**src/rtl/dsp_pkg.sv**
```systemverilog
// Shared DSP definitions for the decimator datapath.
// Mode encodings and output width helper.
package dsp_pkg;

  localparam logic MODE_PICK = 1'b0;
  localparam logic MODE_SUM  = 1'b1;

  function automatic int sum_width(
    input int data_w,
    input int decim
  );
    return data_w + $clog2(decim);
  endfunction

endpackage

```
**src/rtl/decim_accum.sv**
```systemverilog
// Per-channel pick / integrate-and-dump cell.
// nxt is the value acc takes at the coming edge.
module decim_accum
  import dsp_pkg::*;
#(
  parameter int DATA_W = 16,
  parameter int SUM_W  = 19
) (
  input  logic                     clk,
  input  logic                     reset,
  input  logic                     clr,
  input  logic                     en,
  input  logic                     first,
  input  logic                     last,
  input  logic                     mode,
  input  logic signed [DATA_W-1:0] sample,
  output logic signed [SUM_W-1:0]  nxt
);

  logic signed [SUM_W-1:0] acc;
  logic signed [SUM_W-1:0] ext;

  assign ext = {{(SUM_W-DATA_W){sample[DATA_W-1]}}, sample};

  // Phase 0 always reloads, so a stale sum never leaks into a new frame.
  always_comb begin
    nxt = acc;
    if (en) begin
      if (first)
        nxt = ext;
      else if (mode == MODE_SUM)
        nxt = acc + ext;
      else if (last)
        nxt = ext;
    end
  end

  always_ff @(posedge clk) begin
    if (reset || clr)
      acc <= '0;
    else
      acc <= nxt;
  end

endmodule

```
**src/rtl/decimator_multich.sv**
```systemverilog
// Multi-channel decimator: interleaved samples in,
// one pick or summed value per channel per frame out.
module decimator_multich
  import dsp_pkg::*;
#(
  parameter int DATA_W = 16,
  parameter int NUM_CH = 2,
  parameter int DECIM  = 6,
  localparam int SUM_W = sum_width(DATA_W, DECIM)
) (
  input  logic                      CLOCK_50,
  input  logic                      reset,
  input  logic                      in_valid,
  input  logic signed [DATA_W-1:0]  data_in,
  input  logic                      mode,
  input  logic                      sync_clr,
  output logic [NUM_CH*SUM_W-1:0]   down_data_out,
  output logic                      out_valid,
  output logic                      frame_err
);

  localparam int CH_W = (NUM_CH > 1) ? $clog2(NUM_CH) : 1;
  localparam int PH_W = $clog2(DECIM);

  logic [CH_W-1:0] ch_cnt;
  logic [PH_W-1:0] phase_cnt;
  logic            mode_lat;
  logic            accept;
  logic            frame_start;
  logic            ch_last;
  logic            ph_last;
  logic            eff_mode;
  logic            done;

  logic [NUM_CH-1:0][SUM_W-1:0] nxt;

  assign accept      = in_valid & ~sync_clr;
  assign frame_start = (ch_cnt == '0) && (phase_cnt == '0);
  assign ch_last     = ch_cnt == CH_W'(NUM_CH - 1);
  assign ph_last     = phase_cnt == PH_W'(DECIM - 1);
  assign done        = accept & ch_last & ph_last;

  // The first sample of a frame already obeys the incoming mode.
  assign eff_mode = frame_start ? mode : mode_lat;

  for (genvar k = 0; k < NUM_CH; k++) begin : g_ch
    decim_accum #(
      .DATA_W(DATA_W),
      .SUM_W (SUM_W)
    ) u_cell (
      .clk   (CLOCK_50),
      .reset (reset),
      .clr   (sync_clr),
      .en    (accept && (ch_cnt == CH_W'(k))),
      .first (phase_cnt == '0),
      .last  (ph_last),
      .mode  (eff_mode),
      .sample(data_in),
      .nxt   (nxt[k])
    );
  end

  always_ff @(posedge CLOCK_50) begin
    if (reset) begin
      ch_cnt        <= '0;
      phase_cnt     <= '0;
      mode_lat      <= MODE_PICK;
      out_valid     <= 1'b0;
      frame_err     <= 1'b0;
      down_data_out <= '0;
    end else begin
      out_valid <= done;
      if (in_valid && sync_clr)
        frame_err <= 1'b1;
      if (sync_clr) begin
        ch_cnt    <= '0;
        phase_cnt <= '0;
      end else if (accept) begin
        if (frame_start)
          mode_lat <= mode;
        if (ch_last) begin
          ch_cnt    <= '0;
          phase_cnt <= ph_last ? '0 : phase_cnt + 1'b1;
        end else begin
          ch_cnt <= ch_cnt + 1'b1;
        end
      end
      // Capture every slot from nxt so the last channel lands this edge too.
      if (done)
        down_data_out <= nxt;
    end
  end

endmodule

```
**config.mk**
```make
export PLATFORM = sky130hd
export DESIGN_NAME = decimator_multich
export DESIGN_NICKNAME = d
export VERILOG_FILES = /design/src/rtl/dsp_pkg.sv /design/src/rtl/decim_accum.sv /design/src/rtl/decimator_multich.sv
export SDC_FILE = /design/constraint.sdc
export NUM_CORES = 1
export LEC_CHECK = 0
export CAP_MARGIN = 20
export CORE_UTILIZATION = 51
export CTS_CLUSTER_SIZE = 40
export DETAILED_ROUTE_END_ITERATION = 16
export GPL_ROUTABILITY_DRIVEN = 0
export PLACE_DENSITY = 0.73
export SETUP_SLACK_MARGIN = 0.05
export SLEW_MARGIN = 20
export SYNTH_ARGS = -nofsm -noshare
export SYNTH_HDL_FRONTEND = slang
export SYNTH_SLANG_ARGS = --single-unit
```
**constraint.sdc**
```tcl
create_clock -name CLOCK_50 -period 3.15 [get_ports CLOCK_50]
set_input_delay 0.4725 -clock CLOCK_50 [delete_from_list [all_inputs] [get_ports CLOCK_50]]
set_output_delay 0.4725 -clock CLOCK_50 [all_outputs]
set_load 0.02 [all_outputs]
```
# After elaboration in Yosys (flattened, before gate mapping)
# Cells that the tools add are included.
[totals] regBits=83
[classes] add_sub_neg=4 eq_ne=1 n_mux=11 bitwise=5 n_reduce_logical=9
[ops] operator="two-way mux 19 bit" n=8
[ops] operator="adder 19 x 16 -> 19 bit" n=2
[ops] operator="logical AND 1 bit" n=4
[ops] operator="AND reduction 2 bit" n=2
[ops] operator="adder 3 x 1 -> 3 bit (second input constant)" n=1
[ops] operator="AND 1 bit" n=3
[ops] operator="equality test 3 bit (second input constant)" n=1
[ops] operator="zero test 3 bit" n=1
[ops] operator="two-way mux 3 bit" n=1
[ops] operator="two-way mux 1 bit" n=2
[ops] operator="NOT 1 bit" n=2
[ops] operator="OR reduction 2 bit" n=1
[ops] operator="adder 1 bit (second input constant)" n=1
[ops] operator="logical OR 1 bit" n=1

# Longest topological paths before layout
[logic_depth] depth_word=6 mapped_depth=10 mapped_depth_nobuf=10

# Cells and area by module
# From an unflattened synthesis, not the netlist that was laid out.
[hier_totals] hier_cells=766 area_unflattened_um2=6144.6
[by_module_without_submodules] module="decim_accum at g_ch[0].u_cell" instances=1 cells_each=284 area_each_um2=2180.8 seq_area_each_um2=380.4
[by_module_without_submodules] module="decim_accum at g_ch[1].u_cell" instances=1 cells_each=271 area_each_um2=2040.7 seq_area_each_um2=380.4
[by_module_without_submodules] module="decimator_multich" instances=1 cells_each=211 area_each_um2=1923.1 seq_area_each_um2=900.9

# Worst setup path before layout
# OpenSTA, ideal clock, no wires.
[synth_path] kind="input port to flip-flop" from="input data_in[7]" to="register down_data_out[35]" setup_time_ns=0.139 t_arrival_ns=2.286 required_time_ns=3.011 setup_slack_ns=0.725 cell_stages=8 path_cell_list="ha_1 -> buf_6 -> a2111o_1 -> o21ai_2 -> a21oi_2 -> or4b_1 -> a31oi_1 -> a211oi_1"
[synth_via] elab_chain_len=4
[synth_lines] item="from (decl)" line="decimator_multich.sv:14" rtl="input logic signed [DATA_W-1:0] data_in,"
[synth_lines] item="adder 19 x 16 -> 19 bit" line="decim_accum.sv:32" rtl="nxt = acc + ext;"
[synth_lines] item="two-way mux 19 bit" line="decim_accum.sv:31" rtl="else if (mode == MODE_SUM)"
[synth_lines] item="two-way mux 19 bit" line="decim_accum.sv:29" rtl="if (first)"
[synth_lines] item="two-way mux 19 bit" line="decim_accum.sv:28" rtl="if (en) begin"
[synth_lines] item="to (signal assigned)" line="decimator_multich.sv:90" rtl="down_data_out <= nxt;"
[synth_lines] item="to (decl)" line="decimator_multich.sv:17" rtl="output logic [NUM_CH*SUM_W-1:0] down_data_out,"
# Every way passes these cells.
# A chain may end at the register's enable or synchronous reset.

# Final worst setup path
[layout_path] from="input data_in[0]" to="register g_ch[0].u_cell.acc[14]"
[layout_via] elab_chain_len=4
[layout_lines] item="adder 19 x 16 -> 19 bit" line="decim_accum.sv:32"
[layout_lines] item="two-way mux 19 bit" line="decim_accum.sv:31"
[layout_lines] item="two-way mux 19 bit" line="decim_accum.sv:29"
[layout_lines] item="two-way mux 19 bit" line="decim_accum.sv:28"
[layout_lines] item="to (signal assigned)" line="decim_accum.sv:42" rtl="acc <= nxt;"
[layout_lines] item="to (decl)" line="decim_accum.sv:20" rtl="logic signed [SUM_W-1:0] acc;"
# Every way passes these cells.

==> results by stage <==
Synthesis:
- Sequential cells were found to cover 29.64% of the synthesized design area.
- Yosys mapped a number of flops with a built-in enable equal to 0.
- The synthesized net count is between 700 and 800.
- The area of the mapped netlist is around 5600 um2.
- The number of different library cells used by synthesis comes to 73.
- Among all flip-flop cells after synthesis, the most frequent one is sky130_fd_sc_hd__dfxtp_1.
- The number of instances in the synthesized netlist is around 720.
- The warning count from the yosys run is 0.
- The flip-flop and latch count after synthesis is just over 80.
- A synthesized cell averages ~7.8 um2.
- For this run, asynchronously set or reset flops after synthesis account for 0%.

Clock network:
- The hold buffer count at CTS is 0.
- The H-tree was split into 3 levels.
- CTS saw 83 sinks.
- TritonCTS built the clock tree.
- Clock-pin slew was measured on the worst setup and hold paths at 0.08 ns.
- The clock passes through at most 2 buffers.
- The number of buffers created by CTS is 9.
- In this run the post-CTS setup repair buffer count came out at 0.
- The quantity of gates resized following cts is 0.
- The cell at the root of the clock tree is sky130_fd_sc_hd__clkbuf_8.
- The later pin in the worst-skew pair is clocked with a latency of around 0.37 ns.

Route:
- The number of DRC markers after the initial detailed-route iteration is around 530.
- The number of search-and-repair iterations in the first detailed-routing pass is 6.
- After detailed routing, the number of remaining DRC violations is 0.
- The average routed wire per standard cell is between 15 and 20 um.
- After detailed routing, the number of vias per cell comes to about 6.4.
- In this run the remaining antenna-violating nets after routing total 0.
- The final route contains between 5k and 6k vias.
- After detailed routing, the total wire length is between 15000 and 20000 um.

Critical path:
- The critical path's largest stage delay is around 0.52 ns.
- The largest fanout on the critical path is 4.
- For this design, the slowest cell found on the critical path is sky130_fd_sc_hd__clkdlybuf4s50_1.
- The cell family with the largest share of critical-path delay is compound AO/OA/AOI/OAI gates.
- The critical path launch point is data_in[0].
- The worst register-to-register path begins at phase_cnt[0].
- Following the worst setup path forward leads to its endpoint at g_ch[0].u_cell.acc[14].
- Counting both buffers and inverters, the worst setup path holds a total of 2.
- The signal on the critical path passes through clkdlybuf4s50_1 -> ha_1 -> inv_1 -> fa_1 -> nor2b_1 -> o31a_2 -> o32ai_4 -> o41ai_4 -> xnor2_1 -> a2111oi_1.
- The category of the critical setup timing path is in -> reg.
- STA puts the critical path data required time at between 3 and 4 ns.
- STA classifies the critical path endpoint as a flop.
- The worst setup path is launched from an input port.
- The endpoint of the worst register-to-register path is down_data_out[7].
- Data on the critical path arrives at its endpoint at roughly 3.1 ns.
- The worst register-to-register path has a depth of 7.
- The critical path crosses 10 cells after its start point.
- For flop-to-flop paths, the worst setup slack is roughly 0.52 ns.

Cells and area:
- The final design instance area without fill is ~6600 um2.
- Cells with a size suffix above 1 make up 9.068% of the layout.
- The number of fill cells in the layout is around 930.
- Relative to the synthesized area, the layout overhead comes to 18.44%.
- Summing all multi-input logic gate instances after layout gives 3705 um2.
- The area of all sequential standard cells is about 1700 um2.
- For this run, the post-layout net count is around 840.
- The antenna diode count is 0.
- The final core utilization is between 60% and 70%.

Power and ir drop:
- The ratio of total power to cell area is between 300 and 400 nW/um2.
- The maximum VDD drop is roughly 0.28 mV.
- The cell leakage power is ~2.6 nW.

STA:
- The minimum hold slack is around 0.46 ns.
- The final-report max-slew violation count was 0.
- Headroom to the max-slew limit came out at between 20 and 30%.
- Setup repair after global routing left no endpoint under its margin.
- The minimum period implied by the final worst setup slack is slightly below 3 ns.
- The number of hold-slack violations in the final timing report is 0.
- The timing-limited maximum frequency is roughly 0.35 GHz.
- At the pin with the least slew margin, the transition time is 1.056 ns.
- The worst path meets setup with around 0.27 ns of slack.
- Dividing the final minimum period by the clock period gives roughly nine tenths.
- Across the routed clock network, the largest skew measured is 0.01264 ns.
- Setup violations remaining at the end of the flow were counted as 0.

Floorplanning:
- The number of core rows is 37.
- The full die area is roughly 11000 um2.
- Measured along the x axis, the die boundary spans between 100 and 150 um.
- The core region area is around 11000 um2.
- The initial cell density of the core is 53.34%.
- The top-level I/O count is between 60 and 70.
- From bottom edge to top edge, the die measures around 110 um.

Run:
- The number of maximum-capacitance constraint violations is 0.

Placement:
- After detailed placement, the total cell area comes to 6445 um2.
- At the placement stage, the worst setup path has a slack of -0.008790 ns.
- Summed over all nets, the half-perimeter wirelength after detailed placement is between 10000 and 15000 um.
- The count of buffers from port buffering is 60.

Global routing:
- Global routing finished with a remaining overflow of 0.
- The first global-routing pass estimated 28060 um of wire.
- The via count of the first global-routing pass is between 5k and 6k.
- Entering global routing, the biggest net connects 29 pins.
- The number of antenna violations at the first check in global routing is 1.
- Global routing used a little under a third of the available tracks across all layers.

Min path:
- The type of the most critical hold path is reg -> reg.

Run status:
- The run finished with clean final reports.
-- cells by family (layout without fill, tap and decap cells) --
family	count (synthesis)	in the layout	share of synthesized area, %
AOI/OAI and AO/OA	273	273	32.21
DFF	83	83	29.64
and+or+nand+nor	234	234	19.24
muxes	9	9	1.719
buffers and inverters	57	121	4.531
adders and majority gates	38	38	8.750
xor gates and xnor gates	25	25	3.906
-- cell usage in the layout, fill, tap and decap left out, types with 10 or more instances in the layout --
master                             n
sky130_fd_sc_hd__inv_1            10
sky130_fd_sc_hd__a211oi_1         23
sky130_fd_sc_hd__nand2_1          64
sky130_fd_sc_hd__nor2_1           79
sky130_fd_sc_hd__a21o_1           15
sky130_fd_sc_hd__clkbuf_8         11
sky130_fd_sc_hd__nand3_1          16
sky130_fd_sc_hd__a21oi_1          84
sky130_fd_sc_hd__o21ai_0          56
sky130_fd_sc_hd__dfxtp_1          83
sky130_fd_sc_hd__buf_4            36
sky130_fd_sc_hd__ha_1             36
sky130_fd_sc_hd__clkdlybuf4s50_1  60
sky130_fd_sc_hd__nor3_1           28
sky130_fd_sc_hd__xnor2_1          16
-- registers in the layout, summed over array words and instances, names as in the netlist --
name and count:
out_valid 1, mode_lat 1, frame_err 1, ch_cnt 1
down_data_out 38, phase_cnt 3, g_ch.u_cell.acc 38
-- worst min-delay path by stage --
stage          cells after the start                end              startpoint  slack (ns)
6_report                           2  down_data_out[17]       down_data_out[17]        0.46
5_1_grt                            2  down_data_out[17]       down_data_out[17]        0.49
4_1_cts                            2  down_data_out[17]       down_data_out[17]        0.46
3_5_place_dp                       2  down_data_out[17]       down_data_out[17]        0.45
3_3_place_gp                       2  down_data_out[17]       down_data_out[17]        0.44
2_1_floorplan                      2  down_data_out[16]  g_ch[0].u_cell.acc[16]        0.45
-- worst reg2reg max path, delay by kind of cell, from the launching register on --
family / cells / cell delay, ns
compound gates: 2 / 0.32
flops: 1 / 0.66
simple gates: 5 / 1.54
-- cells in the mapped netlist, types with 4 or more instances --
cell type                   n  share of area, %
sky130_fd_sc_hd__nand2b_1   4              0.45
sky130_fd_sc_hd__xnor2_1   16               2.5
sky130_fd_sc_hd__nor3_1    29               2.6
sky130_fd_sc_hd__mux2i_1    6               1.1
sky130_fd_sc_hd__o31ai_1    6              0.80
sky130_fd_sc_hd__ha_1      36               8.0
sky130_fd_sc_hd__o21a_1     9               1.2
sky130_fd_sc_hd__clkbuf_1  28               1.9
sky130_fd_sc_hd__and2_1     4              0.45
sky130_fd_sc_hd__o21ai_0   56               5.0
sky130_fd_sc_hd__nand3b_1   8               1.1
sky130_fd_sc_hd__o32a_1     4              0.71
sky130_fd_sc_hd__and3_1     5              0.56
sky130_fd_sc_hd__nand4_1    4              0.45
sky130_fd_sc_hd__xor2_1     9               1.4
sky130_fd_sc_hd__nor2_1    80               5.4
sky130_fd_sc_hd__nand2_1   64               4.3
sky130_fd_sc_hd__a21o_1    15               2.0
sky130_fd_sc_hd__buf_2     14               1.3
sky130_fd_sc_hd__o22ai_1    8              0.89
sky130_fd_sc_hd__nor2b_1    5              0.56
sky130_fd_sc_hd__nand3_1   16               1.4
sky130_fd_sc_hd__o221ai_1   4              0.62
sky130_fd_sc_hd__inv_1     10              0.67
sky130_fd_sc_hd__or3_1      4              0.45
sky130_fd_sc_hd__dfxtp_1   83                30
sky130_fd_sc_hd__a21oi_1   84               7.5
sky130_fd_sc_hd__a22oi_1    8               1.1
sky130_fd_sc_hd__a211oi_1  23               3.1
sky130_fd_sc_hd__a31oi_1    8              0.89
-- final cells by class --
class / instances / share of cell area (%)
multi-input cells: 579 / 55.80
flip-flops and latches: 83 / 25.03
repair buffers: 96 / 13.12
well taps: 136 / 2.563
clock buffers: 13 / 2.394
inverters: 10 / 0.5654
clock inverters: 2 / 0.5277
-- layer usage --
metal	GRT usage, %	vias up	part of all wire, %
met1	42.22	2738	43
met4	17.81	2	4.5
met3	5.046	61	8.0
met5	0	-	0.11
li1	-	2795	-
met2	49.59	274	44
-- report_power, final --
group	leakage [nW]	internal (mW)	total (mW)	switching (mW)
logic	1.81	0.150	0.374	0.224
clock network	0.0995	0.406	0.801	0.395
registers	0.670	1.06	1.08	0.0151
-- metrics by stage --
step / std cells / TNS [ns] / total power, mW
2_1_floorplan: 719 / 0 / 1.336
3_3_place_gp: 904 / 0 / 1.454
3_5_place_dp: 904 / -0.008790 / 1.463
4_1_cts: 919 / 0 / 2.247
5_1_grt: 919 / 0 / 2.339
6_report: 919 / 0 / 2.251
No activity file was read; power rests on OpenSTA's default activity.
